## src/rtl/shadow_restore_sequencer_if.sv

```systemverilog
// ---------------------------------------------------------------------------
// shadow_restore_sequencer_if: CSR trigger, dcache load, shadow write, mret gate
// Rev 1.0
// ---------------------------------------------------------------------------
`default_nettype none

interface shadow_restore_sequencer_if #(
  parameter int XLEN  = 64,
  parameter int PLEN  = 56,
  parameter int IDX_W = 4
);
  logic             restore_req_i;
  logic             restore_ack_o;
  logic [XLEN-1:0]  sp_i;
  logic             ld_req_o;
  logic             ld_gnt_i;
  logic [PLEN-1:0]  ld_addr_o;
  logic             ld_rvalid_i;
  logic [XLEN-1:0]  ld_rdata_i;
  logic             shreg_we_o;
  logic [IDX_W-1:0] shreg_waddr_o;
  logic [XLEN-1:0]  shreg_wdata_o;
  logic [IDX_W:0]   restore_level_o;
  logic             busy_o;
  logic             mret_valid_i;
  logic             mret_ready_o;

  modport master (
    input  restore_req_i, sp_i, ld_gnt_i, ld_rvalid_i, ld_rdata_i, mret_valid_i,
    output restore_ack_o, ld_req_o, ld_addr_o, shreg_we_o, shreg_waddr_o,
           shreg_wdata_o, restore_level_o, busy_o, mret_ready_o
  );

  modport slave (
    output restore_req_i, sp_i, ld_gnt_i, ld_rvalid_i, ld_rdata_i, mret_valid_i,
    input  restore_ack_o, ld_req_o, ld_addr_o, shreg_we_o, shreg_waddr_o,
           shreg_wdata_o, restore_level_o, busy_o, mret_ready_o
  );
endinterface

`default_nettype wire

```

## src/rtl/shadow_restore_sequencer.sv

```systemverilog
// ---------------------------------------------------------------------------
// shadow_restore_sequencer: reloads the shadow regfile from its stack frame
// Rev 1.0
// ---------------------------------------------------------------------------
`default_nettype none

module shadow_restore_sequencer #(
  parameter int XLEN            = 64,
  parameter int PLEN            = 56,
  parameter int NUM_REGS        = 16,
  parameter int IDX_W           = $clog2(NUM_REGS),
  parameter int MAX_OUTSTANDING = 2
) (
  input  logic                        clk_i,
  input  logic                        rst_ni,
  shadow_restore_sequencer_if.master  bus
);

  localparam int               OUT_W    = $clog2(MAX_OUTSTANDING + 1);
  localparam logic [XLEN-1:0]  STRIDE   = XLEN'(XLEN / 8);
  localparam logic [IDX_W-1:0] IDX_ONE  = IDX_W'(1);
  localparam logic [IDX_W-1:0] IDX_LAST = IDX_W'(NUM_REGS - 1);
  localparam logic [IDX_W:0]   LVL_ONE  = (IDX_W + 1)'(1);
  localparam logic [IDX_W:0]   LVL_FULL = (IDX_W + 1)'(NUM_REGS);
  localparam logic [OUT_W-1:0] OUT_ONE  = OUT_W'(1);

  typedef enum logic [1:0] {IDLE, ISSUE, DRAIN, DONE} state_e;

  state_e           state_q, state_d;
  logic [XLEN-1:0]  addr_q;
  logic [IDX_W-1:0] iss_idx_q;
  logic [IDX_W-1:0] wr_idx_q;
  logic [IDX_W:0]   level_q;
  logic [OUT_W-1:0] outstanding_q;

  logic busy, ack, req, grant, rsp;

  always_comb begin
    busy    = (state_q == ISSUE) || (state_q == DRAIN);
    ack     = (state_q == IDLE) && bus.restore_req_i;
    req     = (state_q == ISSUE) && (int'(outstanding_q) < MAX_OUTSTANDING);
    grant   = req && bus.ld_gnt_i;
    // Stray or post-reset responses are dropped: only tracked loads write back.
    rsp     = busy && bus.ld_rvalid_i && (outstanding_q != '0);
    state_d = state_q;
    unique case (state_q)
      IDLE:    if (ack) state_d = ISSUE;
      ISSUE:   if (grant && (iss_idx_q == '0)) state_d = DRAIN;
      DRAIN:   if (rsp && (level_q == LVL_ONE)) state_d = DONE;
      DONE:    if (bus.mret_valid_i) state_d = IDLE;
      default: state_d = IDLE;
    endcase
  end

  assign bus.restore_ack_o   = ack;
  assign bus.ld_req_o        = req;
  assign bus.ld_addr_o       = addr_q[PLEN-1:0];
  assign bus.shreg_we_o      = rsp;
  assign bus.shreg_waddr_o   = wr_idx_q;
  assign bus.shreg_wdata_o   = bus.ld_rdata_i;
  assign bus.restore_level_o = level_q;
  assign bus.busy_o          = busy;
  assign bus.mret_ready_o    = !busy;

  always_ff @(posedge clk_i or negedge rst_ni) begin
    if (!rst_ni) begin
      state_q       <= IDLE;
      addr_q        <= '0;
      iss_idx_q     <= '0;
      wr_idx_q      <= '0;
      level_q       <= '0;
      outstanding_q <= '0;
    end else begin
      state_q <= state_d;
      if (ack) begin
        addr_q        <= bus.sp_i - STRIDE;
        iss_idx_q     <= IDX_LAST;
        wr_idx_q      <= IDX_LAST;
        level_q       <= LVL_FULL;
        outstanding_q <= '0;
      end else begin
        if (grant) begin
          addr_q    <= addr_q - STRIDE;
          iss_idx_q <= iss_idx_q - IDX_ONE;
        end
        if (rsp) begin
          wr_idx_q <= wr_idx_q - IDX_ONE;
          level_q  <= level_q - LVL_ONE;
        end
        if (grant && !rsp)      outstanding_q <= outstanding_q + OUT_ONE;
        else if (rsp && !grant) outstanding_q <= outstanding_q - OUT_ONE;
      end
    end
  end

  a_rsp_tracked: assert property (@(posedge clk_i) disable iff (!rst_ni)
    (busy && bus.ld_rvalid_i) |-> (outstanding_q != '0));
  a_out_bound: assert property (@(posedge clk_i) disable iff (!rst_ni)
    int'(outstanding_q) <= MAX_OUTSTANDING);
  a_level_idx: assert property (@(posedge clk_i) disable iff (!rst_ni)
    busy |-> (level_q == ({1'b0, wr_idx_q} + LVL_ONE)));

endmodule

`default_nettype wire

```

## src/flat_wrapper.sv

```systemverilog
// flat-port wrapper written by rule: the top's interface ports become plain ports
module shadow_restore_sequencer_flat 
#(
  parameter int XLEN            = 64,
  parameter int PLEN            = 56,
  parameter int NUM_REGS        = 16,
  parameter int IDX_W           = $clog2(NUM_REGS),
  parameter int MAX_OUTSTANDING = 2
)
  (clk_i, rst_ni, bus_restore_req_i, bus_sp_i, bus_ld_gnt_i, bus_ld_rvalid_i, bus_ld_rdata_i, bus_mret_valid_i, bus_restore_ack_o, bus_ld_req_o, bus_ld_addr_o, bus_shreg_we_o, bus_shreg_waddr_o, bus_shreg_wdata_o, bus_restore_level_o, bus_busy_o, bus_mret_ready_o);
  shadow_restore_sequencer_if #(.XLEN(XLEN), .PLEN(PLEN), .IDX_W(IDX_W)) bus_i ();
  input  logic clk_i;
  input  logic rst_ni;
  input wire logic [$bits(bus_i.restore_req_i)-1:0] bus_restore_req_i;
  input wire logic [$bits(bus_i.sp_i)-1:0] bus_sp_i;
  input wire logic [$bits(bus_i.ld_gnt_i)-1:0] bus_ld_gnt_i;
  input wire logic [$bits(bus_i.ld_rvalid_i)-1:0] bus_ld_rvalid_i;
  input wire logic [$bits(bus_i.ld_rdata_i)-1:0] bus_ld_rdata_i;
  input wire logic [$bits(bus_i.mret_valid_i)-1:0] bus_mret_valid_i;
  output wire logic [$bits(bus_i.restore_ack_o)-1:0] bus_restore_ack_o;
  output wire logic [$bits(bus_i.ld_req_o)-1:0] bus_ld_req_o;
  output wire logic [$bits(bus_i.ld_addr_o)-1:0] bus_ld_addr_o;
  output wire logic [$bits(bus_i.shreg_we_o)-1:0] bus_shreg_we_o;
  output wire logic [$bits(bus_i.shreg_waddr_o)-1:0] bus_shreg_waddr_o;
  output wire logic [$bits(bus_i.shreg_wdata_o)-1:0] bus_shreg_wdata_o;
  output wire logic [$bits(bus_i.restore_level_o)-1:0] bus_restore_level_o;
  output wire logic [$bits(bus_i.busy_o)-1:0] bus_busy_o;
  output wire logic [$bits(bus_i.mret_ready_o)-1:0] bus_mret_ready_o;
  assign bus_i.restore_req_i = bus_restore_req_i;
  assign bus_i.sp_i = bus_sp_i;
  assign bus_i.ld_gnt_i = bus_ld_gnt_i;
  assign bus_i.ld_rvalid_i = bus_ld_rvalid_i;
  assign bus_i.ld_rdata_i = bus_ld_rdata_i;
  assign bus_i.mret_valid_i = bus_mret_valid_i;
  assign bus_restore_ack_o = bus_i.restore_ack_o;
  assign bus_ld_req_o = bus_i.ld_req_o;
  assign bus_ld_addr_o = bus_i.ld_addr_o;
  assign bus_shreg_we_o = bus_i.shreg_we_o;
  assign bus_shreg_waddr_o = bus_i.shreg_waddr_o;
  assign bus_shreg_wdata_o = bus_i.shreg_wdata_o;
  assign bus_restore_level_o = bus_i.restore_level_o;
  assign bus_busy_o = bus_i.busy_o;
  assign bus_mret_ready_o = bus_i.mret_ready_o;
  shadow_restore_sequencer #(.XLEN(XLEN), .PLEN(PLEN), .NUM_REGS(NUM_REGS), .IDX_W(IDX_W), .MAX_OUTSTANDING(MAX_OUTSTANDING)) u_core (.clk_i(clk_i), .rst_ni(rst_ni), .bus(bus_i));
endmodule
```

## config.mk

```make
export PLATFORM = sky130hd
export DESIGN_NAME = shadow_restore_sequencer_flat
export DESIGN_NICKNAME = d
export VERILOG_FILES = /design/src/rtl/shadow_restore_sequencer_if.sv /design/src/rtl/shadow_restore_sequencer.sv /design/src/flat_wrapper.sv
export SDC_FILE = /design/constraint.sdc
export NUM_CORES = 1
export LEC_CHECK = 0
export ABC_AREA = 1
export BUFFER_PORTS_ARGS = -buffer_cell sky130_fd_sc_hd__buf_4
export CAP_MARGIN = 20
export CORE_MARGIN = 4
export CORE_UTILIZATION = 50
export DETAILED_ROUTE_END_ITERATION = 8
export HOLD_SLACK_MARGIN = 0.08
export PLACE_DENSITY = 0.83
export SYNTH_ARGS = -nofsm -noshare
export SYNTH_HDL_FRONTEND = slang
export SYNTH_SLANG_ARGS = --single-unit
```

## constraint.sdc

```tcl
create_clock -name clk_i -period 2.6 [get_ports clk_i]
set_clock_uncertainty 0.05 [all_clocks]
set_input_delay 0.52 -clock clk_i [delete_from_list [all_inputs] [get_ports clk_i]]
set_output_delay 0.52 -clock clk_i [all_outputs]
set_load 0.1 [all_outputs]
```

==> summary.md <==
| Metric | Value |
|---|---|
| Outcome | finished clean |
| Critical path data arrival time | 2.66 ns |
| Yosys warns | 0 |
| Internal power | 4697 uW |
| Rows | 41 |
| ANT cells | 0 |
| P_leak | approximately 0.0039 uW |
| Share of layout cells above drive strength 1 | 0.2491 |
| Most frequent cells after synthesis | 358 x nand2_1, 105 x nor2_1, 103 x nand3_1 |
| Worst Slack Setup Final | 0.1018 ns |
| Mapped Nets | 1178 |
| Post-synth ARST share | 1.000 |
| First-pass GRT wire length | 29910 microns |
| Layout area overhead | 19.98% |
| Pre-CTS WS | -0.01475 ns |
| Drt drc | 0 |
| Cell area after synthesis | between 6000 and 7000 sq um |
| DIE AREA | 14890 sq um |
| Final Hold Vio Count | 0 |
| Sequential cell area | 1827 sq um |
| Initial antenna violation count | 0 |
| Initial drt markers | around 500 |
| Critical Path Start Type | flip-flop |
| Power share of the clock group | 0.103 |
| DRT Wirelength | 18730 microns |
| Grt ovf | 0 |
| HPWL Detailed | 14200 microns |
| Final period util | 0.9608 |
| Worst hold slack | between 0.07 and 0.08 ns |
| Critical Path Fanout Max | 16 |
| Slowest stage delay, CP | 0.39 ns |
| Yosys reg bits | 73 |
| CTS HTree Levels | 3 |
| Max-Slew Margin vs Limit | 0.6567 |
| GRT Total Usage | 0.2522 |
| CP delay by family, top | simple AND/OR/NAND/NOR gates |
| Syn Inst Count | approximately 1000 |
| Largest net degree at the start of global routing | 66 |
| Die Ht | roughly 120 microns |
| Syn avg cell area | roughly 6.3 sq um |
| Slew @ Worst Pin | ~0.51 ns |
| Comb pwr share | 0.736 |
| Most common flop cell mapped by yosys | dfrtp_1 |
| CP bufs+invs | 4 |
| Crit. End Element | flip-flop |
| Clk root buf | clkbuf_16 |
| Initial core utilization | 0.5131 |
| Sw power | 7681 uW |
| Via count | around 6700 |
| Most common cell in the netlist | nand2_1 |
| Routed Antenna Nets | 0 |
| Multi-input logic area | 3750 sq um |
| Flop pwr share | 0.162 |
| Final Setup Violations | 0 |
| Fillers | roughly 1200 |
| Final Max Slew Viols | 0 |
| Synth area leaders | dfrtp_1 28%, nand2_1 21%, nand3_1 7.9%, buf_4 7.7%, nor2_1 6.1% |
| Cell taking the most area after synthesis | dfrtp_1 |
| Top cell type's share of synthesized area | 0.2810 |
| Clk buf depth | 2 |
| Highest clock rate | 400.3 MHz |
| Vias in the first global route | 6125 |
| Maximum VDD drop | 1.023 mV |
| Min-delay worst type | input port to asynchronous set/reset pin |
| PwrDens | 1587 nW/um^2 |
| Required @ worst endpoint | 2.76 ns |
| Sink Count | between 70 and 80 |
| TritonCTS Buffers | 9 |
| Clk_lat worst skew | between 0.3 and 0.4 ns |
| Sequential area share after synthesis | 0.2810 |
| Switching portion of total power | 0.6205 |
| CTS tree | done |
| Distinct cells, synth | 40 |
| Core Region | ~13000 sq um |
| GPL Wtd Cong | 0.9728 |
| DRT Pass-1 Iters | 5 |
| Clock period minus worst slack | 2.498 ns |
| Final #Nets | 1257 |
| Core Util, Final | 0.6156 |
| Max_cap viols | 0 |
| CP Class | flip-flop to flip-flop |
| Routed wire length per instance | 14.54 microns |
| IO Pins | 268 |
| CP cell instances | inv_1, ha_4, nand2_8, buf_12, nand2_1, nand2_2, inv_2, nand2_1, nor2_4, nand3_2, nor2_4, buf_4, xor2_1, o21ai_0 |
| CTS clk-pin slew, worst paths | 0.06 ns |
| Slowest cell on crit path | dfrtp_1 |
| Die Wd | 122.0 microns |
| Number of synthesized flops with an enable pin | 0 |
| PortBufs | around 130 |
| Post-DR vias/cell | slightly above 5 |
## final timing paths
check	from	endpoint	slack, ns	cells after the start
hold reg to reg	u_core.addr_q[1]	u_core.addr_q[1]	0.44	2
setup / recovery	u_core.state_q[0]	u_core.addr_q[22]	0.10	14
setup reg to reg	u_core.state_q[0]	u_core.addr_q[22]	0.10	14
hold / removal	rst_ni	u_core.addr_q[49]	0.08	1
max in group asynchronous	rst_ni	u_core.bus.restore_level_o[4]	1.83	2
min in group clk_i	bus_sp_i[1]	u_core.addr_q[1]	0.32	3
## power groups by stage
| stage | sequential [uW] | clock [uW] | combinational, uW |
|---|---|---|---|
| 2_1_floorplan | 4810 | 0 | 4470 |
| 3_3_place_gp | 2000 | 0 | 8670 |
| 3_5_place_dp | 2010 | 0 | 8790 |
| 4_1_cts | 2000 | 1290 | 8850 |
| 5_1_grt | 2070 | 1350 | 9800 |
| 6_report | 2000 | 1270 | 9100 |
## logic make-up (layout without fill, tap and decap cells)
kind of cell | after synthesis | count (layout) | share of synthesized area
compound gates | 90 | 90 | 0.07544
xor+xnor | 8 | 8 | 0.01078
fa+ha+maj | 12 | 12 | 0.02309
buf+inv | 195 | 279 | 0.1647
flops | 73 | 73 | 0.2810
simple gates | 654 | 654 | 0.4450
## metal layers
metal | GRT usage | up-vias | part of all wire
li1 | - | 3339 | -
met1 | 0.3408 | 3024 | 0.44
met2 | 0.4081 | 256 | 0.46
met3 | 0.04828 | 37 | 0.086
met4 | 0.08193 | 0 | 0.016
met5 | 0 | - | 0
## worst register-to-register path: cells and delay by family, from the launching register on
family                     cells  cell delay, ns
AOI/OAI and AO/OA              1            0.09
adders and majority gates      1            0.21
xor gates and xnor gates       1            0.17
DFF                            1            0.39
and+or+nand+nor                7            0.92
buffers and inverters          4            0.53
## layout by cell type, fill, tap and decap left out, drive strengths merged, types with 7 or more instances in the layout
cell type / n
buf: 166
nand3: 108
o21ai: 56
nand2: 382
nand4: 7
dfrtp: 73
a31oi: 11
xor2: 8
inv: 93
nor2: 146
ha: 12
clkbuf: 11
a21oi: 16
## timing repair
item | in CTS | in global routing
cloned | 1 | 0
setup endpoints to repair | 5 | 36
gates resized for setup | 5 | 28
pin swaps | 0 | 8
hold buffers | 0 | 0
setup buffers | 1 | 9
hold endpoints to repair | 0 | 0
## sequential cells by signal, summed over array words and instances (netlist names)
name / count
u_core.addr_q: 56
u_core.iss_idx_q: 4
u_core.outstanding_q: 2
u_core.bus.shreg_waddr_o: 4
u_core.state_q: 2
u_core.bus.restore_level_o: 5
## metrics by stage
step	cell area (sq um)	TNS, ns	power, uW	instances
global route	7800	-0.06882	13210	1288
global placement	7278	0	10670	1261
finish	7800	0	12380	1288
floorplan	6520	0	9277	1032
CTS	7617	0	12140	1279
detailed placement	7278	-0.02609	10790	1261
## layout make-up
class / count / area share
Multi-Input combinational cell: 764 / 0.4808
Tap cell: 172 / 0.02759
Timing Repair inverter: 1 / 0.0009625
Clock inverter: 5 / 0.007058
Timing Repair Buffer: 166 / 0.1715
Clock buffer: 11 / 0.03112
Sequential cell: 73 / 0.2342
Inverter: 96 / 0.04684
Note: power is estimated with default switching activity, not from simulation.
